## src/rtl/button_events.sv

```systemverilog
// Turns a debounced button level into one-cycle press / release / long-press / repeat strobes.
// Hold time is counted in clken ticks; edges are detected at full clock rate.
module button_events #(
    parameter int WIDTH        = 10,
    parameter int LONG_TICKS   = 500,
    parameter int REPEAT_TICKS = 100
) (
    input  logic       clk,
    input  logic       rst,
    input  logic       clken,
    input  logic       in,
    output logic       press,
    output logic       release_strobe,
    output logic       long_press,
    output logic       repeat_strobe,
    output logic       held,
    output logic [1:0] dbg_state
);

    typedef enum logic [1:0] {
        ST_IDLE    = 2'd0,
        ST_PRESSED = 2'd1,
        ST_REPEAT  = 2'd2
    } state_t;

    localparam logic [WIDTH-1:0] LONG_LAST   = WIDTH'(LONG_TICKS - 1);
    localparam logic [WIDTH-1:0] REPEAT_LAST = WIDTH'(REPEAT_TICKS - 1);

    state_t           state;
    logic             prev;
    logic [WIDTH-1:0] counter;

    assign dbg_state = state;

    // Strobes default low every cycle; a release always wins over a tick in the same cycle.
    always_ff @(posedge clk) begin
        if (rst) begin
            state          <= ST_IDLE;
            prev           <= 1'b0;
            counter        <= '0;
            press          <= 1'b0;
            release_strobe <= 1'b0;
            long_press     <= 1'b0;
            repeat_strobe  <= 1'b0;
            held           <= 1'b0;
        end else begin
            prev           <= in;
            press          <= 1'b0;
            release_strobe <= 1'b0;
            long_press     <= 1'b0;
            repeat_strobe  <= 1'b0;
            case (state)
                ST_IDLE: begin
                    if (in && !prev) begin
                        state   <= ST_PRESSED;
                        counter <= '0;
                        press   <= 1'b1;
                        held    <= 1'b1;
                    end
                end
                ST_PRESSED: begin
                    if (!in) begin
                        state          <= ST_IDLE;
                        release_strobe <= 1'b1;
                        held           <= 1'b0;
                    end else if (clken) begin
                        if (counter == LONG_LAST) begin
                            state      <= ST_REPEAT;
                            counter    <= '0;
                            long_press <= 1'b1;
                        end else begin
                            counter <= counter + WIDTH'(1);
                        end
                    end
                end
                ST_REPEAT: begin
                    if (!in) begin
                        state          <= ST_IDLE;
                        release_strobe <= 1'b1;
                        held           <= 1'b0;
                    end else if (clken) begin
                        if (counter == REPEAT_LAST) begin
                            counter       <= '0;
                            repeat_strobe <= 1'b1;
                        end else begin
                            counter <= counter + WIDTH'(1);
                        end
                    end
                end
                default: begin
                    state <= ST_IDLE;
                    held  <= 1'b0;
                end
            endcase
        end
    end

endmodule
```

## config.mk

```make
export PLATFORM = sky130hd
export DESIGN_NAME = button_events
export DESIGN_NICKNAME = d
export VERILOG_FILES = /design/src/rtl/button_events.sv
export SDC_FILE = /design/constraint.sdc
export NUM_CORES = 1
export LEC_CHECK = 0
export CORE_UTILIZATION = 45
export DETAILED_ROUTE_END_ITERATION = 10
export PLACE_DENSITY = 0.68
export SYNTH_ARGS = -nofsm -noshare
export SYNTH_HDL_FRONTEND = slang
export SYNTH_SLANG_ARGS = --single-unit
```

## constraint.sdc

```tcl
create_clock -name clk -period 1.5 [get_ports clk]
set_input_delay 0.45 -clock clk [delete_from_list [all_inputs] [get_ports clk]]
set_output_delay 0.45 -clock clk [all_outputs]
set_load 0.02 [all_outputs]
```

# [Word level (Yosys, flattened, before mapping)]
# Index checks and enable logic that the tools add are counted.
[word_totals] word_cells=61 register_bits=18 romBits=0 memories=0 latch_bits=0 input_bits=4 mem_bits_rw=0
[op_classes] n_addsub=1 n_shift=0 n_mux=21 reduce_logical=12 eq_ne=13 n_bitwise=6 mul=0 n_lt_le_gt_ge=0 n_div=0
[ops] op="10-bit 2-to-1 mux" n=7
[ops] op="10-bit case mux with 3 select lines" n=1
[ops] op="2-bit inequality test (second input constant)" n=7
[ops] op="10-bit by 1-bit adder with 10-bit output (second input constant)" n=1
[ops] op="10-bit by 7-bit equality test with 1-bit output (second input constant)" n=1
[ops] op="10-bit by 9-bit equality test with 1-bit output (second input constant)" n=1
[ops] op="2-bit 2-to-1 mux" n=5
[ops] op="4-bit OR reduction" n=2
[ops] op="1-bit 2-to-1 mux" n=6
[ops] op="3-bit inequality test (second input constant)" n=2
[ops] op="1-bit NOT" n=6
[ops] op="2-bit case mux with 3 select lines" n=1
[ops] op="6-bit AND reduction" n=1
[ops] op="2-bit OR reduction" n=3
[ops] op="4-bit AND reduction" n=1
[ops] op="3-bit nonzero test" n=1
[ops] op="2-bit by 1-bit equality test with 1-bit output (second input constant)" n=1
[ops] op="2-bit equality test (second input constant)" n=1
[ops] op="2-bit zero test" n=1
[ops] op="1-bit case mux with 2 select lines" n=1
[ops] op="2-bit AND reduction" n=1
[ops] op="1-bit logical AND" n=1
[ops] op="1-bit zero test" n=1

# [Longest topological paths before layout]
[logic_depth] ltp_word=5 ltp_mapped=7 mapped_depth_nobuf=6

# [Worst setup path before layout]
# OpenSTA, ideal clock, no wires.
[synth_path] path_kind="reg-to-reg" startpoint="register state[0] (netlist: dbg_state[0])" endpoint="register counter[9]" path_stages_with_launch=8 slack_ps=-329 n_path_buf=1 setup_ps=127 arrival_ps=1702 path_cell_list="dfxtp_1 > inv_1 > ha_1 > or3_4 > and4_1 > buf_6 > o2111ai_1 > nand3_1"
[synth_via] elab_chain_len=3 word_cells_on_any_way=11 cone_classes="eq/ne: 7; mux: 1; reduce/logical: 3"
[synth_lines] element="start, declared" line_no="29" rtl="state_t state;"
[synth_lines] element="start signal, assigned" line_no="38" rtl="state <= ST_IDLE;"
[synth_lines] element="start signal, assigned" line_no="55" rtl="state <= ST_PRESSED;"
[synth_lines] element="start signal, assigned" line_no="63" rtl="state <= ST_IDLE;"
[synth_lines] element="2-bit by 1-bit equality test with 1-bit output, or another cell as far along" line_no="52" rtl="case (state)"
[synth_lines] element="2-bit inequality test (no source line) or 3-bit nonzero test (tied branches)"
[synth_lines] element="6-bit AND reduction (no source line)"
[synth_lines] element="end signal, assigned" line_no="72" rtl="counter <= counter + WIDTH'(1);"
[synth_lines] element="end signal, assigned" line_no="86" rtl="counter <= counter + WIDTH'(1);"
[synth_lines] element="end, declared" line_no="31" rtl="logic [WIDTH-1:0] counter;"
# Parallel ways exist; a longest one is shown, timed or not.
# A chain may end at the register's enable or synchronous reset.

# [Worst setup path in the final report]
[layout_path] startpoint="register state[1] (netlist: dbg_state[1])" endpoint="register counter[7]"
# Same word-level chain as after synthesis.

==> results.py <==
metrics = {
    "run_status": {
        "run_status": "finished with violations",
        "violations": "negative setup slack",
    },
    "synth": {
        "syn-num-nets": 138,
        "synthFlopType": "dfxtp_1",
        "synth_edf_count": 0,
        "yosysSeqAreaShare_pct": 31.75,
        "ys_ff_latch": 18,
        "synth_adder_area_share_pct": 4.410,
        "synth.cell_area_mm2": 0.001135,
        "synth_compound_area_share_pct": 27.45,
        "synth_mux_area_share_pct": 0,
        "ys_types": 40,
        "synth_xor_area_share_pct": 0,
        "syn_avg_cell_area_um2": 8.730,
        "synth_top_family_by_area": "simple AND/OR/NAND/NOR gates",
        "synth_async_sr_flop_share_pct": 0,
        "synth_warnings": 0,
        "netlist_instances": 130,
        "synth-simple-area-share_pct": 30.43,
    },
    "worst_setup_path": {
        "cp_top_family": "simple AND/OR/NAND/NOR gates",
        "critPathMaxStageDelay_ps": 400,
        "worstSetupEndpointType": "register",
        "rr_endpoint": "counter[7]",
        "cp.required_ps": 1690,
        "cp.arrival_ps": 1810,
        "crit_chain": "inv_4 > ha_4 > or3_4 > and4_4 > buf_6 > o211ai_1 > nand3_1",
        "crit_fanout": 5,
        "worst_path_max_delay_cell": "dfxtp_4",
        "start_kind": "register",
        "cp_num_buf_inv": 2,
        "rr_worst_depth": 7,
        "path_class": "register to register",
        "reg2reg_slack_ps": -120,
        "r2r-start": "dbg_state[1]",
    },
    "cts": {
        "clkTransAtPathRegs_ps": 110,
        "cts_root_buffer": "clkbuf_4",
        "clk_latency_ps": 290,
        "clk_path_buf_depth": 2,
        "clock-sinks": 18,
        "cts_made_buffers": 3,
        "htreeDepth": 1,
        "cts_tree": "done",
    },
    "global_routing": {
        "grt_pass1_wl_um": 5002,
        "first_global_vias": 1108,
        "grt_max_degree": 15,
        "grt_antenna_before_repair": 0,
        "grt_use_total_pct": 24.41,
        "grt-ovfl-total": 0,
    },
    "layout": {
        "fillers": 182,
        "post-route-util_pct": 69.50,
        "final_nets": 175,
        "drive_above_1_share_pct": 36.75,
        "antenna_cells": 0,
        "area_growth_pct": 40.68,
    },
    "min_path": {
        "min_to": "held",
        "hold_class": "register to register",
        "hold_start": "held",
        "whs_path_depth": 2,
    },
    "routing": {
        "avgViaCountPerCell": 5.881,
        "post_drt_wl_per_cell_um": 15.18,
        "routed.top_layer": "met4",
        "routed-wl-met2_um": 1399,
        "dr_wl_met3_um": 116,
        "dr.pass1.iters": 4,
        "drt_iter0_markers": 38,
        "ant_nets": 0,
        "wirelength_um": 2944,
        "wl_met1_um": 1406,
        "post-route-drc-count": 0,
        "vias": 1141,
    },
    "timing": {
        "setup_viol": 10,
        "post-route-min-period_ps": 1624,
        "fin_crit_sh_pct": 108.3,
        "rsz0062_at_grt": "yes",
        "tightest_slew_ps": 320.7,
        "fin_ws_ps": -124.1,
        "final.setup.tns_ps": -959.0,
        "finalHoldViolCount": 0,
        "slew_viol_final": 0,
        "hold_slack_ps": 483.1,
        "slew_headroom_pct": 78.42,
        "clock_skew_ps": 0.5728,
        "fmax_mhz": 615.7,
    },
    "power": {
        "switching_share_pct": 30.22,
        "p_seq_share_pct": 47.7,
        "p_int_w": 0.0007355,
        "p_sw_w": 0.0003185,
        "comb_power_share_pct": 28.2,
        "pwr-share-clk_pct": 24.1,
        "ir_drop_v": 0.0006941,
        "power.density_mw_per_mm2": 660.2,
        "leakagePower_nw": 0.5997,
    },
    "placement": {
        "routabilityCongestion": 0.8550,
        "dpl.hpwl_um": 2101,
        "port_buffers": 10,
        "place_ws_ps": -383.6,
    },
    "die": {
        "rows": 17,
        "die_x_um": 52.22,
        "initial_core_util_pct": 49.40,
        "fp.dieArea_mm2": 0.002727,
        "ios": 11,
        "die_h_um": 52.22,
        "core_area_mm2": 0.002297,
    },
    "job": {
        "cap_violations": 0,
    },
}
-- area by class of cell --
type | count | area, µm² | area share (%)
flip-flops and latches | 18 | 369.1 | 23.12
repair buffers | 38 | 340.3 | 21.32
well taps | 28 | 35.03 | 2.194
multi-input cells | 101 | 802.0 | 50.24
clock buffers | 3 | 22.52 | 1.411
clock inverters | 1 | 3.754 | 0.2351
inverters | 5 | 23.77 | 1.489
-- metrics by stage --
step / cells / area (µm²) / power, W
6_report: 194 / 1597 / 0.001054
5_1_grt: 194 / 1597 / 0.001100
4_1_cts: 193 / 1550 / 0.001057
3_5_place_dp: 188 / 1488 / 0.0007767
3_3_place_gp: 188 / 1488 / 0.0007710
2_1_floorplan: 130 / 1181 / 0.0006686
-- placed cells by master (no fill, tap or decap), drive strengths merged, types with 2 or more instances in the layout --
cell and count:
nand4 2, clkbuf 3, nor4 3, nand2 20, nand3b 2, dfxtp 18
nor2b 4, nand3 12, a31oi 6, o21ai 4, clkdlybuf4s50 2, nor2 4
nor3 3, inv 5, a31o 2, o211ai 13, a21oi 4, or3 2
ha 4, and3 2, dlygate4sd2 8, buf 28, o221ai 2
-- state kept, by name (all words and copies together) (netlist names) --
name and flops:
counter 10, dbg_state 2, held 1, long_press 1, press 1, prev 1, release_strobe 1, repeat_strobe 1
-- worst max-delay path by stage --
stage,startpoint,to,slack [ps],cells after the start
final,dbg_state[1],counter[7],-120,7
after global routing,dbg_state[1],counter[6],-180,7
after CTS,dbg_state[1],counter[7],-130,7
after detailed placement,clken,counter[8],-380,6
after global placement,in,repeat_strobe,-330,5
after floorplan,dbg_state[1],counter[6],-100,7
-- repair_timing --
item / CTS / global route
gates resized for setup: 18 / 9
hold buffers: 0 / 0
gates cloned: 1 / 0
pin swaps: 7 / 5
buffers inserted: 0 / 1
setup endpoints to repair: 19 / 14
-- routing by layer --
| layer | track usage, % | vias up |
|---|---|---|
| met5 | 0 | - |
| met4 | 8.333 | 0 |
| met3 | 2.609 | 5 |
| met2 | 38.68 | 35 |
| met1 | 34.22 | 533 |
| li1 | - | 568 |
-- worst reg2reg max path, delay by kind of cell (launching register included) --
kind                       cells  cell delay, ps
and+or+nand+nor                3             690
DFF                            1             400
buffers and inverters          2             180
adders and majority gates      1             150
AOI/OAI and AO/OA              1              90
-- power by group through the flow --
stage          registers, W  logic (W)  clock network, W
2_1_floorplan      0.000529   0.000140                 0
3_5_place_dp       0.000514   0.000262                 0
3_3_place_gp       0.000514   0.000257                 0
5_1_grt            0.000505   0.000320          0.000275
4_1_cts            0.000503   0.000288          0.000265
6_report           0.000503   0.000297          0.000254
-- kinds of logic after synthesis --
group                    Yosys count
adder cells (fa/ha/maj)            4
flip-flops                        18
AND/OR/NAND/NOR                   61
buffers and inverters             11
AO/OA/AOI/OAI                     36
-- synthesized netlist by cell type (2+ instances only) --
cell type | n | area [µm²]
nor2_1 | 4 | 15.01
o221ai_1 | 2 | 17.52
a31o_1 | 2 | 17.52
a31oi_4 | 2 | 42.54
buf_6 | 3 | 33.78
ha_1 | 4 | 50.05
a31oi_1 | 2 | 12.51
nand2_1 | 20 | 75.07
a31oi_2 | 2 | 25.02
o211ai_1 | 11 | 82.58
a21oi_1 | 4 | 20.02
inv_1 | 5 | 18.77
nor2b_1 | 4 | 25.02
o211ai_2 | 2 | 25.02
nor4_1 | 3 | 18.77
nand3b_1 | 2 | 15.01
dfxtp_1 | 18 | 360.4
nor3_1 | 2 | 10.01
nand4_1 | 2 | 12.51
nand3_1 | 12 | 60.06
o21ai_0 | 4 | 20.02
clkbuf_1 | 2 | 7.510
Power figures use the tool's default switching activity.
